--- config.mk ---
export PLATFORM = sky130hd
export DESIGN_NAME = fifo_uart_tx
export DESIGN_NICKNAME = d
export VERILOG_FILES = /design/src/rtl/fifo_uart_tx_pkg.sv /design/src/rtl/fifo_uart_tx_byte.sv /design/src/rtl/fifo_uart_tx.sv
export SDC_FILE = /design/constraint.sdc
export NUM_CORES = 1
export LEC_CHECK = 0
export ABC_AREA = 1
export CORE_MARGIN = 1
export CORE_UTILIZATION = 50
export CTS_BUF_LIST = sky130_fd_sc_hd__clkbuf_4
export DETAILED_ROUTE_END_ITERATION = 16
export HOLD_SLACK_MARGIN = 0.12
export PLACE_DENSITY = 0.69
export SYNTH_ARGS = -nofsm -noshare
export SYNTH_HDL_FRONTEND = slang
export SYNTH_SLANG_ARGS = --single-unit
--- constraint.sdc ---
create_clock -name clk_20M -period 3.8 [get_ports clk_20M]
set_input_delay 0.57 -clock clk_20M [delete_from_list [all_inputs] [get_ports clk_20M]]
set_output_delay 0.57 -clock clk_20M [all_outputs]
set_load 0.02 [all_outputs]
--- src/rtl/fifo_uart_tx_pkg.sv ---
// Shared constants, FSM encoding and baud divider helper for the framed FIFO-to-UART transmitter.
package fifo_uart_tx_pkg;

  localparam logic [7:0] HDR0_DEF = 8'hAA;
  localparam logic [7:0] HDR1_DEF = 8'h55;
  localparam int         BIT_CNT  = 10;

  typedef enum logic [2:0] {
    S_IDLE,
    S_HDR_A,
    S_HDR_B,
    S_FETCH,
    S_WAIT,
    S_LOAD,
    S_SEND,
    S_CHK
  } state_t;

  // Rounded clock cycles per serial bit.
  function automatic int calc_div(input int clk_hz, input int baud);
    return (clk_hz + baud / 2) / baud;
  endfunction

endpackage

--- src/rtl/fifo_uart_tx_byte.sv ---
// 8N1 byte serializer: start bit one cycle after load, done pulses on the last stop-bit cycle.
module uart_byte_tx
  import fifo_uart_tx_pkg::*;
#(
  parameter int DIV = 174
) (
  input  logic       clk_20M,
  input  logic       rst,
  input  logic       load,
  input  logic [7:0] data,
  output logic       tx,
  output logic       done
);

  localparam int            CW        = (DIV > 1) ? $clog2(DIV) : 1;
  localparam logic [CW-1:0] BAUD_LAST = CW'(DIV - 1);
  localparam logic [3:0]    IDX_LAST  = 4'(BIT_CNT - 1);

  logic          r_busy;
  logic [CW-1:0] r_baud;
  logic [3:0]    r_idx;
  logic [8:0]    r_shift;
  logic          r_tx;
  logic          w_bit_end;

  assign w_bit_end = r_busy && (r_baud == BAUD_LAST);
  assign done      = w_bit_end && (r_idx == IDX_LAST);
  assign tx        = r_tx;

  always_ff @(posedge clk_20M) begin
    if (rst) begin
      r_busy <= 1'b0;
      r_baud <= '0;
      r_idx  <= '0;
      r_tx   <= 1'b1;
    end else if (!r_busy) begin
      if (load) begin
        r_busy <= 1'b1;
        r_baud <= '0;
        r_idx  <= '0;
        r_tx   <= 1'b0;
      end
    end else if (w_bit_end) begin
      r_baud <= '0;
      if (r_idx == IDX_LAST) begin
        r_busy <= 1'b0;
        r_tx   <= 1'b1;
      end else begin
        r_idx <= r_idx + 4'd1;
        r_tx  <= r_shift[0];
      end
    end else begin
      r_baud <= r_baud + 1'b1;
    end
  end

  // Remaining data bits with the stop bit behind them; pure datapath, no reset.
  always_ff @(posedge clk_20M) begin
    if (!r_busy && load) begin
      r_shift <= {1'b1, data};
    end else if (w_bit_end) begin
      r_shift <= {1'b1, r_shift[8:1]};
    end
  end

endmodule

--- src/rtl/fifo_uart_tx.sv ---
// Frame FSM draining fifo_2 into UART packets: AA 55, FRAME_LEN samples, 8-bit sum.
module fifo_uart_tx
  import fifo_uart_tx_pkg::*;
#(
  parameter int         CLK_HZ    = 20000000,
  parameter int         BAUD      = 115200,
  parameter int         FRAME_LEN = 1024,
  parameter logic [7:0] HDR0      = HDR0_DEF,
  parameter logic [7:0] HDR1      = HDR1_DEF
) (
  input  logic       clk_20M,
  input  logic       rst,
  input  logic       fifo_2_empty,
  input  logic [7:0] fifo_2_q,
  output logic       fifo_2_rd,
  output logic       uart_tx,
  output logic       busy,
  output logic       frame_done
);

  localparam int          DIV     = calc_div(CLK_HZ, BAUD);
  localparam logic [10:0] LEN_CNT = 11'(FRAME_LEN);

  state_t      r_state;
  state_t      w_state_nxt;
  logic [10:0] r_count;
  logic [7:0]  r_sum;
  logic        r_issued;
  logic        r_frame_done;
  logic        w_load;
  logic        w_done;
  logic [7:0]  w_tx_data;

  uart_byte_tx #(.DIV(DIV)) u_byte_tx (
    .clk_20M (clk_20M),
    .rst     (rst),
    .load    (w_load),
    .data    (w_tx_data),
    .tx      (uart_tx),
    .done    (w_done)
  );

  always_ff @(posedge clk_20M) begin
    if (rst) begin
      r_state      <= S_IDLE;
      r_count      <= '0;
      r_sum        <= '0;
      r_issued     <= 1'b0;
      r_frame_done <= 1'b0;
    end else begin
      r_state      <= w_state_nxt;
      r_frame_done <= (r_state == S_CHK) && w_done;
      // r_issued keeps header/checksum states from reloading while their byte is on the line.
      if (w_load) begin
        r_issued <= 1'b1;
      end else if (w_done) begin
        r_issued <= 1'b0;
      end
      if (r_state == S_IDLE) begin
        r_count <= '0;
        r_sum   <= '0;
      end else if (r_state == S_LOAD) begin
        r_count <= r_count + 11'd1;
        r_sum   <= r_sum + fifo_2_q;
      end
    end
  end

  always_comb begin
    w_state_nxt = r_state;
    w_load      = 1'b0;
    w_tx_data   = fifo_2_q;
    fifo_2_rd   = 1'b0;
    case (r_state)
      S_IDLE: begin
        if (!fifo_2_empty) w_state_nxt = S_HDR_A;
      end
      S_HDR_A: begin
        w_tx_data = HDR0;
        w_load    = !r_issued;
        if (w_done) w_state_nxt = S_HDR_B;
      end
      S_HDR_B: begin
        w_tx_data = HDR1;
        w_load    = !r_issued;
        if (w_done) w_state_nxt = S_FETCH;
      end
      S_FETCH: begin
        if (!fifo_2_empty) begin
          fifo_2_rd   = !rst;
          w_state_nxt = S_WAIT;
        end
      end
      S_WAIT: w_state_nxt = S_LOAD;
      S_LOAD: begin
        w_load      = 1'b1;
        w_state_nxt = S_SEND;
      end
      S_SEND: begin
        if (w_done) w_state_nxt = (r_count == LEN_CNT) ? S_CHK : S_FETCH;
      end
      S_CHK: begin
        w_tx_data = r_sum;
        w_load    = !r_issued;
        if (w_done) w_state_nxt = S_IDLE;
      end
      default: w_state_nxt = S_IDLE;
    endcase
  end

  assign busy       = (r_state != S_IDLE);
  assign frame_done = r_frame_done;

endmodule

==> impl_metrics.ini, run 1 <==
[outcome]
status = completed

[finish]
final_net_count = 430
layout_common_cells = nand2_1, inv_1, a21oi_1, dfxtp_1, nand3_1
drive_above_1_share = 0.0640
final_cell_count_no_fill = 476
design_area_um2 = 2970
areaGrowthSynthToFinish_pct = 8.75
antenna_cells = 0
final_common_cell = nand2_1

[drt]
vias = 2410
vias_per_cell = 5.06
drc = 0
wl_per_cell_um = 11.1
finalWirelength_um = 5310
drt_iter0_drc = 127
ant_nets = 0
first_pass_iters = 4

[die]
rows = 26
die_area_um2 = 5760
core_um2 = 5170
fp.dieH_um = 75.9
die_x_um = 75.9
io_pins = 15
floorplan.initialDensity = 0.528

[placement]
io_buffers = 14
detailed_place.area_um2 = 2920
dpl.hpwl_um = 4130
place_congestion = 0.825
dp.cells = 468

[yosys]
post_synth.cell_area_avg_um2 = 6.99
synth_area_um2 = 2730
ys_seq_area_frac = 0.366
ys_ff_latch = 46
netlist_instances = 391
synthMuxAreaShare = 0
ys_types = 32
synth_nets = 416
synthAdderAreaFrac = 0.0669
synth_area_leaders = dfxtp_1, nand2_1, edfxtp_1
synth_top_family_by_area = simple AND/OR/NAND/NOR gates
synth-simple-area-share = 0.319
ys.warnings.count = 0
synth-compound-area-share = 0.130
synth_top_area_frac = 0.279
synth_top_area_cell = dfxtp_1
synthXorXnorAreaFrac = 0.0257

[worst_setup_path]
slowest_stage = clkdlybuf4s50_1
cpLargestDelayFamily = buffers and inverters
critPathBufInv = 2
critPathCaptureType = output pin
critPathLaunchType = primary input
path_cells = clkdlybuf4s50_1 > nor3_1 > clkdlybuf4s50_1
crit_type = in -> out
cpPeakStageDelay_ps = 650
path_common_cell = clkdlybuf4s50_1
path_max_fanout = 13
worstRegToRegCells = 6
crit_required_ps = 3230
cp.arrival_ps = 2120
worst-path-stages = 3

[global_route]
grt_pass1_vias = 2110
antenna_found_initial = 0
grt_pass1_wl_um = 8890
top_usage_layer = met2
gr-usage-met2 = 0.324
overflow = 0
grt_max_degree = 17
use_met1 = 0.239
met3_usage = 0.0361
track_usage = 0.188

[clock_tree]
htree_levels = 2
cts_sinks = 46
cts_tree = built
ctsLongestPathBuffers = 2
postCtsSetupBuffers = 0
clk_latency_ps = 350
cts_resized = 0
cts_hold_buf = 0
numCtsBuffers = 5
cts-root-buf = clkbuf_4
clk_pin_slew_ps = 120

[power_and_ir_drop]
p_leak_nw = 1.27
power_density_nw_per_um2 = 523
fin_total_pwr_mw = 1.55
ir_worst_vdd_v = 0.000263

[timing]
period_minus_slack_ps = 2690
setup_violations = 0
clock_skew_ps = 16.7
max_freq_mhz = 371
hold_viol = 0
max_slew_margin = 0.641
tns_ps = 0
post-route-period-util = 0.709
rsz0062_at_grt = false
final_max_slew_viol_count = 0
worstMarginPinSlew_ps = 537

[flow_run]
maxCapViolCount = 0

[worst_hold_path]
hp-class = reg -> reg
hold_depth = 2
## cell usage after synthesis
master    instances
nor3_4            1
a21o_1            2
inv_1            51
o21a_1            2
nand3_1          33
edfxtp_1          8
nor3_1           11
dfxtp_1          38
o211ai_1          4
fa_1              1
nand4_1           4
or2_4             1
nor2_4            2
o21bai_1          1
ha_1             13
xnor2_1           2
inv_2             5
or2_0             1
or2_2             3
nand2_4           2
buf_2             1
a21oi_1          38
buf_6             2
xor2_1            6
nand3_2           2
nand2_1         106
clkbuf_1          4
nor2_1           25
nor2_2            1
a31oi_1           1
o21ai_0          18
nand2_2           2
## metal layers
layer  up-vias  routed length, um
met5         -                  0
met2        29               2570
li1       1292                  -
met4         0                 51
met3         5                143
met1      1084               2540
## cell families after synthesis
group                    count (synthesis)
AND/OR/NAND/NOR                        194
AO/OA/AOI/OAI                           66
buffers and inverters                   63
flip-flops                              46
adder cells (fa/ha/maj)                 14
XOR/XNOR                                 8
## state kept, by name, summed over array words and instances (netlist names)
name and count:
r_state 3, frame_done 1, u_byte_tx.r_baud 8, r_issued 1
r_sum 8, u_byte_tx.r_busy 1, r_count 11, u_byte_tx.tx 1
u_byte_tx.r_shift 8, u_byte_tx.r_idx 4
## worst min-delay path, delay by kind of cell (launching register included)
family / cells / cell delay, ps
AND/OR/NAND/NOR: 1 / 60
flip-flops: 1 / 330
AO/OA/AOI/OAI: 1 / 50
## cell type report
type / count / area (um^2)
clock buffers: 6 / 45.0
well taps: 70 / 87.6
flip-flops and latches: 46 / 1000
clock inverters: 2 / 8.76
multi-input cells: 282 / 1480
fillers: 514 / 2200
repair buffers: 14 / 140
inverters: 56 / 210
## final timing paths
path | endpoint | slack [ps] | start
max reg2reg | u_byte_tx.r_shift[4] | 1560 | r_state[2]
max | fifo_2_rd | 1110 | rst
min reg2reg | r_count[10] | 470 | r_count[10]
min | r_count[10] | 470 | r_count[10]
## where the power goes
part	leakage (nW)	switching, mW	internal (mW)
clock network	0.0331	0.152	0.0770
logic	0.853	0.436	0.210
registers	0.381	0.0610	0.618
total	1.27	0.649	0.905
## metrics by stage
step | setup WS (ps) | util | hold slack (ps)
floorplan | 2090 | - | 445
global placement | 1110 | 0.564 | 456
detailed placement | 1070 | 0.564 | 458
CTS | 1080 | 0.574 | 476
global route | 1010 | 0.574 | 512
finish | 1110 | 0.574 | 475
(Power assumes the default switching activity.)
==> run 2: changes to the inputs <==
--- a/config.mk
+++ b/config.mk
@@ -11,7 +11,7 @@
 export CTS_BUF_LIST = sky130_fd_sc_hd__clkbuf_4
 export DETAILED_ROUTE_END_ITERATION = 16
 export HOLD_SLACK_MARGIN = 0.12
-export PLACE_DENSITY = 0.69
+export PLACE_DENSITY = 0.71
 export SYNTH_ARGS = -nofsm -noshare
 export SYNTH_HDL_FRONTEND = slang
 export SYNTH_SLANG_ARGS = --single-unit
==> constraint.sdc (replaced) <==
create_clock -name clk_20M -period 2.4 [get_ports clk_20M]
set_input_delay 0.36 -clock clk_20M [delete_from_list [all_inputs] [get_ports clk_20M]]
set_output_delay 0.36 -clock clk_20M [all_outputs]
set_load 0.02 [all_outputs]
==> impl_metrics.ini, run 2 (synthesis results as in run 1) <==
[finish]
antenna_cells = 0
final_net_count = 434
final_common_cell = nand2_1
n_fill_cell = 503
largest_reg_flops = 11
layout_common_cells = nand2_1, inv_1, a21oi_1
largest-register = r_count
final_cell_count_no_fill = 480
areaGrowthSynthToFinish_pct = 11.6
fin_util = 0.590
drive_above_1_share = 0.0756

[die]
core_um2 = 5170
rows = 26
io_pins = 15
die_x_um = 75.9
fp.dieH_um = 75.9
die_area_um2 = 5760
floorplan.initialDensity = 0.528

[worst_setup_path]
path_max_fanout = 8
cp.arrival_ps = 1800
path_cells = nand2_1 > inv_1 > nand2_1 > nor3_1 > clkdlybuf4s50_1
cpLargestDelayFamily = buffers and inverters
critPathBufInv = 2
crit_type = reg -> out
cpPeakStageDelay_ps = 630
slowest_stage = clkdlybuf4s50_1
path_common_cell = nand2_1
critPathLaunchType = flop
crit_required_ps = 2040
critPathCaptureType = output pin

[clock_tree]
cts_tree = built
clk_pin_slew_ps = 140
htree_levels = 2
cts-root-buf = clkbuf_4
cts_sinks = 46
postCtsSetupBuffers = 0
ctsLongestPathBuffers = 2
clk_latency_ps = 360
numCtsBuffers = 5

[drt]
vias_per_cell = 5.01
drt_iter0_drc = 125
finalWirelength_um = 5460
first_pass_iters = 4
vias = 2405
wl_per_cell_um = 11.4
drc = 0
ant_nets = 0

[power_and_ir_drop]
p_switching_mw = 1.06
ir_worst_vdd_v = 0.000499
power_frac_comb = 0.391
fin_total_pwr_mw = 2.71
seqPwrFrac = 0.397
power_density_nw_per_um2 = 888
p_leak_nw = 1.31
sw_frac_of_total = 0.392
p_int_mw = 1.65
p_clk_frac = 0.212

[global_route]
overflow = 0
grt_pass1_wl_um = 9800
track_usage = 0.208
antenna_found_initial = 0
grt_pass1_vias = 2234
grt_max_degree = 17

[timing]
period_minus_slack_ps = 2160
final_max_slew_viol_count = 0
worstMarginPinSlew_ps = 346
clock_skew_ps = 15.9
hold-worst-slack_ps = 495
max_freq_mhz = 462
hold_viol = 0
rsz0062_at_grt = false
post-route-period-util = 0.901
max_slew_margin = 0.769
setup_violations = 0
tns_ps = 0

[placement]
io_buffers = 14
dp.cells = 472
dpl.hpwl_um = 4160
place_congestion = 0.880

[outcome]
status = completed

[worst_hold_path]
hp-class = reg -> reg

[flow_run]
maxCapViolCount = 0
run 2: cell types whose count changed in the layout (fill, tap and decap cells not counted), sizes merged:
cell    before  now
buf          0    4
bufinv       0    2
clkbuf       6    5
clkinv       2    1
run 2: tightest hold or removal path, stage by stage, from the launching register on:
cell	delay, ps
dfxtp_1	350
nand2_1	60
a21oi_1	50
run 2: power groups by stage:
| stage | clock network, mW | registers [mW] | logic (mW) |
|---|---|---|---|
| after floorplan | 0 | 1.07 | 0.836 |
| after global placement | 0 | 1.09 | 1.04 |
| after detailed placement | 0 | 1.09 | 1.06 |
| after CTS | 0.591 | 1.07 | 1.07 |
| after global routing | 0.619 | 1.10 | 1.24 |
| final | 0.575 | 1.08 | 1.06 |
run 2: repair_timing:
action,CTS,global route
setup endpoints to repair,0,1
gates resized for setup,0,1
endpoints found under the hold margin,0,0
hold buffers,0,0
run 2: final cells by class:
type	count	area, um^2	area share
flip-flops and latches	46	1000	0.329
clock inverters	3	63.8	0.0209
repair buffers	18	170	0.0558
multi-input cells	282	1480	0.485
inverters	56	210	0.0689
well taps	70	87.6	0.0287
clock buffers	5	37.5	0.0123
run 2: metal layers:
layer	GRT usage	wire, um	vias to the layer above
li1	-	-	1300
met2	0.342	2570	35
met4	0.0577	70	0
met1	0.272	2640	1063
met5	0	0	-
met3	0.0482	174	7
run 2: final timing paths:
| kind | start | endpoint | slack (ps) | cells after the start |
|---|---|---|---|---|
| hold reg to reg | u_byte_tx.r_baud[7] | u_byte_tx.r_baud[7] | 490 | 2 |
| hold / removal | u_byte_tx.r_baud[7] | u_byte_tx.r_baud[7] | 490 | 2 |
| setup reg to reg | r_state[2] | u_byte_tx.r_shift[5] | 450 | 8 |
| setup / recovery | r_state[1] | fifo_2_rd | 240 | 5 |
run 2: metrics by stage:
stage	cell area (um^2)	setup WS [ps]
floorplan	2730	696
global placement	2950	378
detailed placement	2950	328
CTS	3050	80.1
global route	3050	107
finish	3050	237
==> run 3: changes to the inputs <==
--- a/config.mk
+++ b/config.mk
@@ -11,7 +11,7 @@
 export CTS_BUF_LIST = sky130_fd_sc_hd__clkbuf_4
 export DETAILED_ROUTE_END_ITERATION = 16
 export HOLD_SLACK_MARGIN = 0.12
-export PLACE_DENSITY = 0.71
+export PLACE_DENSITY = 0.82
 export SYNTH_ARGS = -nofsm -noshare
 export SYNTH_HDL_FRONTEND = slang
 export SYNTH_SLANG_ARGS = --single-unit
==> impl_metrics.ini, run 3 (synthesis results as in run 1) <==
[finish]
layout_common_cells = nand2_1, inv_1, a21oi_1
final_common_cell = nand2_1
drive_above_1_share = 0.0733
largest_reg_flops = 11
areaGrowthSynthToFinish_pct = 9.62
largest-register = r_count
antenna_cells = 0
final_net_count = 433
design_area_um2 = 2990

[timing]
max_slew_margin = 0.782
worstMarginPinSlew_ps = 326
max_freq_mhz = 457
setup_violations = 0
hold_viol = 0
post-route-period-util = 0.912
final_max_slew_viol_count = 0
rsz0062_at_grt = false
period_minus_slack_ps = 2190
tns_ps = 0
clock_skew_ps = 12.3

[worst_setup_path]
path_max_fanout = 8
critPathCaptureType = output pin
crit_type = reg -> out
cp.arrival_ps = 1830
critPathLaunchType = flop
crit_required_ps = 2040

[drt]
wl_per_cell_um = 11.9
vias_per_cell = 5.26
finalWirelength_um = 5720
drt_iter0_drc = 157
highest-signal-layer = met4
vias = 2519
drc = 0
ant_nets = 0
wirelength_met1_um = 2640
met2_length_um = 2820
dr_wl_met3_um = 208
first_pass_iters = 4

[clock_tree]
clk_latency_ps = 360
clk_pin_slew_ps = 130
cts_sinks = 46
htree_levels = 2
ctsLongestPathBuffers = 2
numCtsBuffers = 5
cts-root-buf = clkbuf_4
cts_tree = built
cts_resized = 0
postCtsSetupBuffers = 0
cts_hold_buf = 0

[die]
floorplan.initialDensity = 0.528
fp.dieH_um = 75.9
die_area_um2 = 5760
core_um2 = 5170
rows = 26
die_x_um = 75.9
io_pins = 15

[global_route]
antenna_found_initial = 0
track_usage = 0.214
grt_pass1_vias = 2335
grt_pass1_wl_um = 10200
grt_max_degree = 17
overflow = 0

[placement]
place_congestion = 0.828
dpl.hpwl_um = 4280
detailed_place.area_um2 = 2940
io_buffers = 14

[outcome]
status = completed

[flow_run]
maxCapViolCount = 0

[power_and_ir_drop]
p_leak_nw = 1.28
ir_worst_vdd_v = 0.000422
power_density_nw_per_um2 = 839

[worst_hold_path]
hp-class = reg -> reg
## run 3: cell count changes in the layout (fill, tap and decap cells not counted)
cell	previous run	this run
buf_4	4	3
bufinv_16	2	0
clkbuf_4	5	6
clkinv_2	0	1
## run 3: final cells by class
type | instances | area (um^2)
Inverter | 56 | 210
Clock inverter | 2 | 8.76
Fill cell | 518 | 2180
Tap cell | 70 | 87.6
Sequential cell | 46 | 1000
Multi-Input combinational cell | 282 | 1480
Clock buffer | 6 | 45.0
Timing Repair Buffer | 17 | 163
## run 3: routing by layer
| metal | GRT usage | vias up |
|---|---|---|
| li1 | - | 1305 |
| met1 | 0.263 | 1166 |
| met2 | 0.371 | 40 |
| met3 | 0.0446 | 8 |
| met4 | 0.0731 | 0 |
| met5 | 0 | - |
## run 3: final timing paths
kind                             startpoint              endpoint  slack (ps)  depth (start not counted)
worst max register to register   r_state[2]  u_byte_tx.r_shift[0]         490                          8
worst min register to register  r_count[10]           r_count[10]         480                          2
worst min-delay path            r_count[10]           r_count[10]         480                          2
worst max-delay path             r_state[1]             fifo_2_rd         210                          5
## run 3: critical path: stages, from the launching register on
cell	delay, ps
dfxtp_2	440
nand2_1	110
inv_1	80
nand2_1	90
nor3_1	140
clkdlybuf4s50_1	620
## run 3: where the power goes
group	switching (mW)	internal, mW
combinational	0.715	0.343
sequential	0.101	0.980
clock	0.251	0.122
## run 3: per-stage QoR
stage,power (mW),utilization,hold slack [ps],setup slack (ps),instances
final,2.51,0.579,477,210,479
after global routing,2.73,0.579,516,80.1,479
after CTS,2.54,0.579,475,47.9,479
after detailed placement,2.16,0.568,456,319,471
after global placement,2.11,0.568,455,383,471
after floorplan,1.90,-,439,696,391
